--- config.mk ---
export PLATFORM = sky130hd
export DESIGN_NAME = memory_arbiter
export DESIGN_NICKNAME = d
export VERILOG_FILES = /design/src/rtl/memory_arbiter_pkg.sv /design/src/rtl/rr_pick2.sv /design/src/rtl/memory_arbiter.sv
export SDC_FILE = /design/constraint.sdc
export NUM_CORES = 1
export LEC_CHECK = 0
export CELL_PAD_IN_SITES_DETAIL_PLACEMENT = 0
export CELL_PAD_IN_SITES_GLOBAL_PLACEMENT = 1
export CORE_ASPECT_RATIO = 0.9
export CORE_MARGIN = 1
export CORE_UTILIZATION = 24
export CTS_CLUSTER_SIZE = 40
export DETAILED_ROUTE_END_ITERATION = 7
export PLACE_DENSITY = 0.95
export SETUP_SLACK_MARGIN = 0.1
export SLEW_MARGIN = 20
export SYNTH_ARGS = -nofsm -noshare
export SYNTH_HDL_FRONTEND = slang
export SYNTH_SLANG_ARGS = --single-unit
--- constraint.sdc ---
create_clock -name clock -period 4.1 [get_ports clock]
set_input_delay 0.615 -clock clock [delete_from_list [all_inputs] [get_ports clock]]
set_output_delay 0.615 -clock clock [all_outputs]
set_load 0.02 [all_outputs]
--- src/rtl/memory_arbiter_pkg.sv ---
// Shared definitions for the two-port memory arbiter: FSM encodings and bus widths.
package memory_arbiter_pkg;

    localparam int ARB_ADDR_W = 16;
    localparam int ARB_DATA_W = 32;

    // Unmapped address: no ROM, I/O or RAM select is active while the bus idles.
    localparam logic [ARB_ADDR_W-1:0] DEFAULT_IDLE_ADDRESS = 16'hFFFF;

    typedef enum logic [1:0] {
        ARB_IDLE   = 2'd0,
        ARB_ACCESS = 2'd1,
        ARB_DONE   = 2'd2
    } arb_state_e;

endpackage

--- src/rtl/rr_pick2.sv ---
// Two-requester pick: a lone requester wins; ties go to port 0 under fixed
// priority, otherwise to the port that did not own the previous access.
module rr_pick2 (
    input  logic req0,
    input  logic req1,
    input  logic last_owner,
    input  logic fixed_priority,
    output logic pick
);

    always_comb begin
        pick = 1'b0;
        if (req0 && req1) begin
            pick = fixed_priority ? 1'b0 : ~last_owner;
        end else if (req1) begin
            pick = 1'b1;
        end
    end

endmodule

--- src/rtl/memory_arbiter.sv ---
// Arbitrates CPU (port 0) and a secondary master (port 1) onto the single
// memory_controller interface; each access runs IDLE -> ACCESS -> DONE.
module memory_arbiter
    import memory_arbiter_pkg::*;
#(
    parameter bit                    FIXED_PRIORITY = 1'b0,
    parameter logic [ARB_ADDR_W-1:0] IDLE_ADDRESS   = DEFAULT_IDLE_ADDRESS
) (
    input  logic                  clock,
    input  logic                  reset_n,
    input  logic                  req0,
    input  logic                  req1,
    input  logic                  we0,
    input  logic                  we1,
    input  logic [ARB_ADDR_W-1:0] address0,
    input  logic [ARB_ADDR_W-1:0] address1,
    input  logic [ARB_DATA_W-1:0] wdata0,
    input  logic [ARB_DATA_W-1:0] wdata1,
    output logic                  gnt0,
    output logic                  gnt1,
    output logic                  ack0,
    output logic                  ack1,
    output logic [ARB_DATA_W-1:0] rdata0,
    output logic [ARB_DATA_W-1:0] rdata1,
    output logic [ARB_ADDR_W-1:0] mem_address,
    output logic [ARB_DATA_W-1:0] mem_data_in,
    output logic                  mem_we,
    input  logic [ARB_DATA_W-1:0] mem_data_out
);

    arb_state_e            state_q, state_d;
    logic                  owner_q, owner_d;
    logic                  last_owner_q, last_owner_d;
    logic [ARB_DATA_W-1:0] rdata0_q, rdata0_d;
    logic [ARB_DATA_W-1:0] rdata1_q, rdata1_d;

    logic                  pick;
    logic                  sel_we;
    logic [ARB_ADDR_W-1:0] sel_address;
    logic [ARB_DATA_W-1:0] sel_wdata;

    rr_pick2 u_pick (
        .req0           (req0),
        .req1           (req1),
        .last_owner     (last_owner_q),
        .fixed_priority (FIXED_PRIORITY),
        .pick           (pick)
    );

    assign sel_we      = owner_q ? we1      : we0;
    assign sel_address = owner_q ? address1 : address0;
    assign sel_wdata   = owner_q ? wdata1   : wdata0;

    // NOTE: the reset is sampled at the clock edge, so asserting it during
    // ACCESS discards that access: no ack, no rdata capture, back to IDLE.
    // Reset values for last_owner (1) make the first tie go to port 0.
    always_ff @(posedge clock) begin
        if (!reset_n) begin
            state_q      <= ARB_IDLE;
            owner_q      <= 1'b0;
            last_owner_q <= 1'b1;
            rdata0_q     <= '0;
            rdata1_q     <= '0;
        end else begin
            // NOTE: non-blocking assignments keep every register update based
            // on pre-edge values, independent of statement order.
            state_q      <= state_d;
            owner_q      <= owner_d;
            last_owner_q <= last_owner_d;
            rdata0_q     <= rdata0_d;
            rdata1_q     <= rdata1_d;
        end
    end

    always_comb begin
        // NOTE: every output of this block gets a default first, so no path
        // through the case statement can leave one unassigned (no latches).
        state_d      = state_q;
        owner_d      = owner_q;
        last_owner_d = last_owner_q;
        rdata0_d     = rdata0_q;
        rdata1_d     = rdata1_q;
        mem_address  = IDLE_ADDRESS;
        mem_data_in  = '0;
        mem_we       = 1'b0;
        gnt0         = 1'b0;
        gnt1         = 1'b0;
        ack0         = 1'b0;
        ack1         = 1'b0;

        unique case (state_q)
            ARB_IDLE: begin
                if (req0 || req1) begin
                    owner_d = pick;
                    state_d = ARB_ACCESS;
                end
            end
            ARB_ACCESS: begin
                gnt0         = ~owner_q;
                gnt1         = owner_q;
                mem_address  = sel_address;
                mem_data_in  = sel_wdata;
                // Gating with reset_n keeps a write from landing on the reset edge.
                mem_we       = sel_we & reset_n;
                last_owner_d = owner_q;
                if (!sel_we) begin
                    if (owner_q) rdata1_d = mem_data_out;
                    else         rdata0_d = mem_data_out;
                end
                state_d = ARB_DONE;
            end
            ARB_DONE: begin
                gnt0    = ~owner_q;
                gnt1    = owner_q;
                ack0    = ~owner_q;
                ack1    = owner_q;
                state_d = ARB_IDLE;
            end
            default: state_d = ARB_IDLE;
        endcase
    end

    assign rdata0 = rdata0_q;
    assign rdata1 = rdata1_q;

endmodule

==> impl_metrics.env <==
export IMPL_r2r_start="owner_q"
export IMPL_drive_gt1_frac=0.0403
export IMPL_crit_fanout=44
export IMPL_ys_seq_elements=68
export IMPL_cts_tree="built"
export IMPL_required_ns=3.48
export IMPL_grt_pass1_vias=3555
export IMPL_die_y_um=112
export IMPL_post_cts_buffers=0
export IMPL_clock_skew_ns=0.00489
export IMPL_seq_area_frac_synth=0.421
export IMPL_startpoint_type="register"
export IMPL_fin_crit_sh=0.675
export IMPL_clock_path_buffers=2
export IMPL_cts_hold_buf=0
export IMPL_setup_viol=0
export IMPL_worstSetupEndpointType="output pin"
export IMPL_grt_total_usage=0.160
export IMPL_cap_violations=0
export IMPL_grt_first_pass_wirelength_mm=17.9
export IMPL_period_needed_ns=2.77
export IMPL_top_usage_layer="met2"
export IMPL_p_total_mw=2.14
export IMPL_met3_usage=0.0639
export IMPL_vdd_drop_max_mv=0.243
export IMPL_ctsRootBufferMaster="clkbuf_16"
export IMPL_netlist_cell_type_count=22
export IMPL_dieArea_um2=13900
export IMPL_io_buffers=250
export IMPL_cts_sinks=68
export IMPL_placementRows=39
export IMPL_status="finished, final reports clean"
export IMPL_gr_total_overflow=0
export IMPL_place_congestion=0.797
export IMPL_min_from="rdata0[21]"
export IMPL_layout_common_cells="clkdlybuf4s50_1, dfxtp_1, nand3_1, nand2_1, mux2i_1"
export IMPL_clk_latency_ns=0.32
export IMPL_clkTransAtPathRegs_ns=0.06
export IMPL_tightest_slew_ns=0.954
export IMPL_dr_total_vias=3553
export IMPL_synth_fp_nets=522
export IMPL_die_width_um=124
export IMPL_min_path_cells=2
export IMPL_hold_path_class="reg2reg"
export IMPL_cts_resized=0
export IMPL_reg2reg_depth=5
export IMPL_path_class="reg2out"
export IMPL_first_pass_iters=4
export IMPL_fmax_mhz=361
export IMPL_setup_tns_ns=0
export IMPL_coreArea_um2=12900
export IMPL_area_delta_synth_final_pct=90.4
export IMPL_r2r_end="rdata0[18]"
export IMPL_p_leak_nw=2.19
export IMPL_drtIter0Drc=92
export IMPL_powerDensity_nw_per_um2=347
export IMPL_diodes=0
export IMPL_wl_per_cell_um=14.7
export IMPL_cp_slowest_cell="clkdlybuf4s50_1"
export IMPL_hold_end="rdata0[21]"
export IMPL_htreeDepth=3
export IMPL_fin_nets=753
export IMPL_synth_cells=384
export IMPL_drc=0
export IMPL_relSlewSlack=0.364
export IMPL_rsz0062_at_grt="false"
export IMPL_drtAntennaViolNets=0
export IMPL_cp_data_arrival_time_ns=2.15
export IMPL_critPathBufInv=2
export IMPL_numCtsBuffers=9
export IMPL_max_stage_delay_ns=0.61
export IMPL_io_pins=251
export IMPL_slew_violations=0
export IMPL_syn_avg_cell_area_um2=8.42
export IMPL_grtUsageMet1=0.168
export IMPL_antenna_found_initial=0
export IMPL_synth_area_um2=3230
export IMPL_cp_cell_sequence="buf_12 -> mux2i_1 -> nor2b_1 -> clkdlybuf4s50_1"
export IMPL_grt_max_degree=101
export IMPL_finalHoldViolations=0
export IMPL_start_util=0.250
export IMPL_met2_usage=0.294
export IMPL_routed_wl_mm=11.5
export IMPL_post_dp_hpwl_mm=8.79
export IMPL_layout_commonest_cell="clkdlybuf4s50_1"
export IMPL_synth_warnings=0
export IMPL_cp_top_family="buffers and inverters"
export IMPL_avgViaCountPerCell=4.53
export IMPL_regToRegSetupSlack_ns=2.00
export IMPL_nFillCells=1194
[cell usage after synthesis]
cell type | n | area [um^2]
nand3b_1 | 1 | 7.51
and2_1 | 2 | 12.5
nor2b_1 | 35 | 219
buf_2 | 4 | 20.0
mux2i_1 | 50 | 500
nor3b_1 | 1 | 7.51
or3b_1 | 1 | 8.76
o21ai_1 | 32 | 160
o311a_1 | 1 | 10.0
buf_4 | 6 | 45.0
nand3_1 | 64 | 320
dfxtp_1 | 68 | 1360
a32oi_1 | 1 | 8.76
o21ai_0 | 32 | 160
ha_1 | 4 | 50.1
buf_1 | 8 | 30.0
buf_6 | 4 | 45.0
nand2_1 | 52 | 195
nor2_1 | 2 | 7.51
clkbuf_1 | 13 | 48.8
inv_1 | 2 | 7.51
a31o_2 | 1 | 8.76
[power breakdown]
part	leakage [nW]	switching [mW]	internal [mW]
Clock	0.176	0.286	0.629
Combinational	1.46	0.234	0.287
Sequential	0.551	0.0171	0.685
[tightest hold or removal path, cell delays in order (launching register included)]
cell	delay, ns
dfxtp_1	0.31
nand3_1	0.05
o21ai_1	0.05
[cell families (layout without fill, tap and decap cells)]
logic type,count (synthesis),after routing,share of synthesized area
mux,50,50,0.155
compound gates,67,67,0.108
buf+inv,37,273,0.0607
simple gates,158,158,0.241
flops,68,68,0.421
fa+ha+maj,4,4,0.0155
[routing by layer]
metal | wire, um | vias to the layer above
li1 | - | 1784
met1 | 4510 | 1611
met2 | 5930 | 145
met3 | 942 | 13
met4 | 115 | 0
met5 | 0 | -
[flip-flops by register name, summed over array words and instances (netlist names)]
register      flops
rdata1           32
state_q           2
owner_q           1
rdata0           32
last_owner_q      1
[how the worst max path moves through the flow]
stage          startpoint               to  slack [ns]  cells after the start
3_3_place_gp   wdata1[24]  mem_data_in[24]        1.52                      4
5_1_grt           owner_q  mem_data_in[13]        1.21                      4
3_5_place_dp   wdata1[24]  mem_data_in[24]        1.52                      4
6_report          owner_q  mem_data_in[13]        1.33                      4
2_1_floorplan  state_q[1]  mem_address[10]        2.20                      5
4_1_cts           owner_q  mem_data_in[13]        1.29                      4
[final cells by class]
cell class,count,area [um^2],area share
Timing Repair Buffer,255,2550,0.414
Multi-Input combinational cell,279,1680,0.272
Sequential cell,68,1360,0.221
Clock buffer,11,253,0.0410
Tap cell,164,205,0.0333
Clock inverter,5,108,0.0175
Inverter,2,7.51,0.00122
[per-stage QoR]
| step | cell area (um^2) | util | setup slack, ns | hold WS, ns | instances |
|---|---|---|---|---|---|
| after global routing | 6160 | 0.476 | 1.21 | 0.482 | 784 |
| final | 6160 | 0.476 | 1.33 | 0.453 | 784 |
| after floorplan | 3230 | - | 2.20 | 0.441 | 384 |
| after global placement | 5800 | 0.448 | 1.52 | 0.442 | 768 |
| after CTS | 6160 | 0.476 | 1.29 | 0.457 | 784 |
| after detailed placement | 5800 | 0.448 | 1.52 | 0.451 | 768 |
(Power assumes the default switching activity.)
